==> config.mk <==
export PLATFORM = sky130hd
export DESIGN_NAME = mux_rr_arbiter_flat
export DESIGN_NICKNAME = d
export VERILOG_FILES = /design/src/rtl/mux_rr_arbiter_pkg.sv /design/src/rtl/mux_rr_arbiter_if.sv /design/src/rtl/mux_rr_arbiter_pick.sv /design/src/rtl/mux_rr_arbiter.sv /design/src/flat_wrapper.sv
export SDC_FILE = /design/constraint.sdc
export NUM_CORES = 1
export LEC_CHECK = 0
export CAP_MARGIN = 10
export CELL_PAD_IN_SITES_DETAIL_PLACEMENT = 2
export CELL_PAD_IN_SITES_GLOBAL_PLACEMENT = 2
export CORE_UTILIZATION = 23
export DETAILED_ROUTE_END_ITERATION = 7
export PLACE_DENSITY_LB_ADDON = 0.25
export SKIP_LAST_GASP = 1
export SLEW_MARGIN = 10
export SYNTH_ARGS = -nofsm -noshare
export SYNTH_HDL_FRONTEND = slang
export SYNTH_SLANG_ARGS = --single-unit
==> constraint.sdc <==
create_clock -name clk -period 2.5 [get_ports clk]
set_input_delay 0.25 -clock clk [delete_from_list [all_inputs] [get_ports clk]]
set_output_delay 0.25 -clock clk [all_outputs]
set_load 0.005 [all_outputs]
==> src/rtl/mux_rr_arbiter_pkg.sv <==
// Shared types and the round-robin pick used by the mux arbiter and its
// priority sub-module.
package mux_arb_pkg;

   localparam int NUM_REQ = 4;

   typedef logic [1:0] sel_t;

   typedef enum logic {IDLE, LOCK} arb_state_t;

   // Smallest offset after 'last' wins; iterating downward lets it overwrite.
   function automatic sel_t rr_pick(input logic [NUM_REQ-1:0] req, input sel_t last);
      sel_t idx;
      rr_pick = last;
      for (int k = NUM_REQ; k >= 1; k--) begin
         idx = last + sel_t'(k);
         if (req[idx]) rr_pick = idx;
      end
   endfunction

endpackage

==> src/rtl/mux_rr_arbiter_if.sv <==
// Requester-side and downstream-side signals of the shared output channel.
// Handshake: a beat moves on out_data_o in any cycle where out_valid_o && out_ready_i.
interface mux_rr_arbiter_if
   import mux_arb_pkg::*;
#(
   parameter int DATA_W = 4
) ();

   logic [NUM_REQ-1:0] req_i;
   logic [DATA_W-1:0]  data_i [NUM_REQ];
   logic [NUM_REQ-1:0] gnt_o;
   sel_t               sel_o;
   logic               busy_o;
   logic               out_valid_o;
   logic [DATA_W-1:0]  out_data_o;
   logic               out_ready_i;

   modport slave (
      input  req_i, data_i, out_ready_i,
      output gnt_o, sel_o, busy_o, out_valid_o, out_data_o
   );

   modport master (
      output req_i, data_i, out_ready_i,
      input  gnt_o, sel_o, busy_o, out_valid_o, out_data_o
   );

endinterface

==> src/rtl/mux_rr_arbiter_pick.sv <==
// Combinational round-robin winner select, starting the scan just after 'last'.
module rr_priority_pick
   import mux_arb_pkg::*;
(
   input  logic [NUM_REQ-1:0] req,
   input  sel_t               last,
   output sel_t               winner,
   output logic               found
);

   assign winner = rr_pick(req, last);
   assign found  = |req;

endmodule

==> src/rtl/mux_rr_arbiter.sv <==
// Round-robin owner selection with bounded bursts feeding one registered
// valid/ready output beat.
module mux_rr_arbiter
   import mux_arb_pkg::*;
#(
   parameter int DATA_W    = 4,
   parameter int MAX_BURST = 4
) (
   input  logic               clk,
   input  logic               rst_n,
   mux_rr_arbiter_if.slave    bus,
   output arb_state_t         dbg_state_o,
   output logic [3:0]         dbg_beat_cnt_o,
   output sel_t               dbg_last_o
);

   localparam logic [3:0] BURST_LIM = 4'(MAX_BURST);

   arb_state_t         state_q;
   sel_t               sel_q;
   sel_t               last_q;
   logic [3:0]         cnt_q;
   logic [3:0]         cnt_nxt;
   logic               valid_q;
   logic [DATA_W-1:0]  data_q;

   sel_t               winner;
   logic               any_req;
   logic               free;
   logic               load;
   sel_t               owner;

   rr_priority_pick u_pick (
      .req    (bus.req_i),
      .last   (last_q),
      .winner (winner),
      .found  (any_req)
   );

   assign free    = !valid_q || bus.out_ready_i;
   assign cnt_nxt = cnt_q + 4'd1;

   always_comb begin
      load  = 1'b0;
      owner = sel_q;
      if (state_q == IDLE) begin
         if (free && any_req) begin
            load  = 1'b1;
            owner = winner;
         end
      end else if (bus.req_i[sel_q] && free) begin
         load = 1'b1;
      end
   end

   // gnt is combinational, so it must be masked while the flops sit in reset.
   assign bus.gnt_o = (rst_n && load) ? (4'b0001 << owner) : 4'b0000;

   always_ff @(posedge clk or negedge rst_n) begin
      if (!rst_n) begin
         state_q <= IDLE;
         sel_q   <= '0;
         last_q  <= 2'd3;
         cnt_q   <= '0;
         valid_q <= 1'b0;
         data_q  <= '0;
      end else begin
         if (load) begin
            data_q  <= bus.data_i[owner];
            valid_q <= 1'b1;
         end else if (bus.out_ready_i) begin
            valid_q <= 1'b0;
         end

         case (state_q)
            IDLE: begin
               if (load) begin
                  sel_q <= owner;
                  cnt_q <= 4'd1;
                  if (MAX_BURST == 1) last_q  <= owner;
                  else                state_q <= LOCK;
               end
            end
            LOCK: begin
               // Owner release costs one bubble; non-owner requests wait.
               if (!bus.req_i[sel_q]) begin
                  last_q  <= sel_q;
                  state_q <= IDLE;
               end else if (load) begin
                  cnt_q <= cnt_nxt;
                  if (cnt_nxt == BURST_LIM) begin
                     last_q  <= sel_q;
                     state_q <= IDLE;
                  end
               end
            end
            default: state_q <= IDLE;
         endcase
      end
   end

   assign bus.sel_o       = sel_q;
   assign bus.busy_o      = (state_q == LOCK);
   assign bus.out_valid_o = valid_q;
   assign bus.out_data_o  = data_q;

   assign dbg_state_o    = state_q;
   assign dbg_beat_cnt_o = cnt_q;
   assign dbg_last_o     = last_q;

endmodule
==> src/flat_wrapper.sv <==
// flat-port wrapper written by rule: the top's interface ports become plain ports
module mux_rr_arbiter_flat import mux_arb_pkg::*;
#(
   parameter int DATA_W    = 4,
   parameter int MAX_BURST = 4
)
  (clk, rst_n, dbg_state_o, dbg_beat_cnt_o, dbg_last_o, bus_req_i, bus_data_i, bus_out_ready_i, bus_gnt_o, bus_sel_o, bus_busy_o, bus_out_valid_o, bus_out_data_o);
  mux_rr_arbiter_if #(.DATA_W(DATA_W)) bus_i ();
  input  logic clk;
  input  logic rst_n;
  output arb_state_t dbg_state_o;
  output logic [3:0] dbg_beat_cnt_o;
  output sel_t dbg_last_o;
  input wire logic [$bits(bus_i.req_i)-1:0] bus_req_i;
  input wire logic [$bits(bus_i.data_i)-1:0] bus_data_i;
  input wire logic [$bits(bus_i.out_ready_i)-1:0] bus_out_ready_i;
  output wire logic [$bits(bus_i.gnt_o)-1:0] bus_gnt_o;
  output wire logic [$bits(bus_i.sel_o)-1:0] bus_sel_o;
  output wire logic [$bits(bus_i.busy_o)-1:0] bus_busy_o;
  output wire logic [$bits(bus_i.out_valid_o)-1:0] bus_out_valid_o;
  output wire logic [$bits(bus_i.out_data_o)-1:0] bus_out_data_o;
  assign bus_i.req_i = bus_req_i;
  assign bus_i.data_i = {>>{bus_data_i}};
  assign bus_i.out_ready_i = bus_out_ready_i;
  assign bus_gnt_o = bus_i.gnt_o;
  assign bus_sel_o = bus_i.sel_o;
  assign bus_busy_o = bus_i.busy_o;
  assign bus_out_valid_o = bus_i.out_valid_o;
  assign bus_out_data_o = bus_i.out_data_o;
  mux_rr_arbiter #(.DATA_W(DATA_W), .MAX_BURST(MAX_BURST)) u_core (.clk(clk), .rst_n(rst_n), .bus(bus_i), .dbg_state_o(dbg_state_o), .dbg_beat_cnt_o(dbg_beat_cnt_o), .dbg_last_o(dbg_last_o));
endmodule
==> metrics.csv <==
stage,metric,value,unit
outcome,status,finished clean,
cts,htree_levels,1,
logic_synthesis,syn_area_per_cell,9.01,um2
logic_synthesis,yosys.area.top_type,dfrtp_1,
critical_path,worst-path-max-fanout,4,
logic_synthesis,synthTopCellsByArea,"dfrtp_1 (31%), dfstp_2 (5.4%), nand2_1 (5.4%)",
layout,n_antenna_cell,0,
cts,cts.sinks,14,
sta,finalCritPeriodShare,94.3,%
cts,cts_buffer_depth,2,
logic_synthesis,synthDistinctLibCells,36,
logic_synthesis,seq_area_frac_synth,35.9,%
placement,port_buffers,41,
power,total_leakage_power,0.000766,uW
power,p_per_area,1210,mW/mm2
power,peakVddDrop,508,uV
route,ant_nets,0,
placement,dp_hpwl,2.81,mm
layout,nNetsFinal,197,
sta,fmax,424,MHz
power,seq_power_share,23.5,%
floorplan,fp.coreArea,0.00406,mm2
sta,finalCriticalPeriod,2.36,ns
power,swShare,40.3,%
cts,insertion_delay,0.25,ns
layout,layout_commonest_cell,clkdlybuf4s50_1,
grt,antenna_found_initial,0,
grt,grt.total_usage,16.4,%
critical_path,r2r-start,u_core.dbg_last_o[0],
floorplan,fp.dieH,67.4,um
run,drv_cap,0,
worst_hold_path,hp-class,in2async,
route,drtIter0Drc,18,
power,combinationalPowerShare,66.8,%
route,viasPerCell,4.82,
grt,grt_pass1_vias,1155,
grt,grt_first_pass_wirelength,5.49,mm
sta,finalWorstSetupSlack,0.143,ns
grt,gr-total-overflow,0,
critical_path,crit_path_end_kind,output pin,
power,switchingPower,808,uW
critical_path,crit_type,in2out,
logic_synthesis,post_synth_inst_count,109,
layout,final_cell_mix,"clkdlybuf4s50_1 (37), buf_4 (20), nand2_1 (14), nor2_1 (13), dfrtp_1 (12)",
floorplan,start_util,24.2,%
cts,cts_tree,built,
floorplan,die_x,67.4,um
cts,cts_buffers,3,
sta,drv_slew,0,
logic_synthesis,synth.top_cell.area_share,30.6,%
power,internal_power,1200,uW
sta,setup_viol,0,
sta,clock-skew-final,0.00328,ns
sta,hold_ws,0.226,ns
logic_synthesis,ys_warn_count,0,
cts,cts_hold_repair.buffers,0,
route,drcViolationCount,0,
layout,finish.utilization,40.9,%
logic_synthesis,synth_fp_nets,134,
layout,syn2layout_area_growth,68.8,%
critical_path,startpoint,bus_req_i[0],
floorplan,core.rowCount,23,
floorplan,dieArea,0.00454,mm2
route,vias,1065,
route,wl_per_cell,15.4,um
sta,slew_headroom,71.5,%
sta,hold_viol,0,
sta,tns,0,ns
critical_path,worstPathArrival,2.11,ns
critical_path,cp-start-kind,input port,
cts,root_buffer,clkbuf_8,
route,drt_wl_total,3.41,mm
cts,clkSlewWorstSetupHoldPaths,0.06,ns
route,firstDrtPassIters,2,
floorplan,ios,42,
critical_path,critPathRequiredTime,2.25,ns
sta,rsz0062_at_grt,no,
logic_synthesis,ys_seq_elements,14,
sta,max_slew.worst_pin.slew,0.426,ns
power,total_power,2010,uW
grt,grt_max_degree,14,
placement,gp_congestion,0.763,
logic_synthesis,netlist_area,982,um2
placement,place_worst_setup_slack,-0.220,ns
layout,drive_gt1_share,21.1,%
power,p_clk_share,9.7,%
-- registers in the layout, summed over array words and instances (netlist names) --
register / cells
u_core.bus.busy_o: 1
u_core.bus.out_data_o: 4
u_core.bus.out_valid_o: 1
u_core.bus.sel_o: 2
u_core.dbg_beat_cnt_o: 4
u_core.dbg_last_o: 2
-- area by class of cell --
class | count | area (um2)
Inverter | 5 | 18.8
Timing Repair Buffer | 62 | 574
Fill cell | 455 | 2400
Multi-Input combinational cell | 86 | 604
Sequential cell | 14 | 353
Clock buffer | 4 | 45.0
Tap cell | 50 | 62.6
-- metrics by stage --
stage / area, um2 / std cells
finish: 1660 / 221
global route: 1660 / 221
CTS: 1630 / 219
detailed placement: 1560 / 214
global placement: 1560 / 214
floorplan: 982 / 109
-- power by group through the flow --
stage / combinational (uW) / sequential [uW] / clock, uW
finish: 1340 / 471 / 195
global route: 1470 / 489 / 210
CTS: 1330 / 476 / 201
detailed placement: 1280 / 477 / 0
global placement: 1230 / 466 / 0
floorplan: 655 / 460 / 0
-- routing by layer --
metal	GRT usage (%)	up-vias	routed length, um
li1	-	517	-
met1	19.7	511	1500
met2	29.5	31	1750
met3	3.21	6	117
met4	3.99	0	47
met5	0	-	0
-- critical path, cell delays in order --
cell and delay, ns:
clkdlybuf4s50_1 0.43, or4_4 0.58, and3_4 0.22, buf_4 0.14, a31oi_4 0.17, inv_1 0.08
nor2_1 0.12, clkbuf_2 0.12
-- cells in the mapped netlist --
master	n
mux2i_1	5
nor2_1	13
or4_4	1
o211ai_1	1
o21ai_0	6
and2_1	1
o21bai_1	1
a31oi_4	2
a22oi_1	1
nor3_1	1
dfrtp_1	12
inv_1	5
o22a_1	1
nand2_1	14
clkbuf_1	2
o31ai_1	2
nand3_1	8
or2b_1	1
a21boi_1	1
nor2b_1	3
ha_1	2
nor3b_1	1
buf_4	1
a31oi_1	5
and3_4	1
xnor2_1	1
a22o_1	2
nand2b_1	4
a41o_1	1
dfstp_2	2
a31o_1	2
a211oi_1	1
mux4_1	1
buf_6	1
a21o_1	1
mux2_2	2
-- worst paths after layout --
check | end | slack (ns) | cells past startpoint
setup / recovery | bus_gnt_o[3] | 0.14 | 8
hold / removal | u_core.bus.out_data_o[2] | 0.23 | 1
setup reg to reg | u_core.bus.out_data_o[0] | 0.49 | 8
hold reg to reg | u_core.bus.out_data_o[2] | 0.53 | 2
max in group asynchronous | u_core.dbg_last_o[1] | 1.75 | 2
min in group clk | u_core.bus.out_data_o[2] | 0.53 | 2
-- cells by family after synthesis --
kind of cell | Yosys count | synth area share [%]
simple gates | 48 | 23.8
mux | 8 | 10.1
xor+xnor | 1 | 0.892
fa+ha+maj | 2 | 2.55
flops | 14 | 35.9
compound gates | 27 | 22.2
buf+inv | 9 | 4.59
-- timing repair --
item	in CTS	in global routing
endpoints found under the setup margin	4	4
pin swaps	1	7
buffers inserted	1	3
gates resized for setup	3	7
No activity file was read; power rests on OpenSTA's default activity.
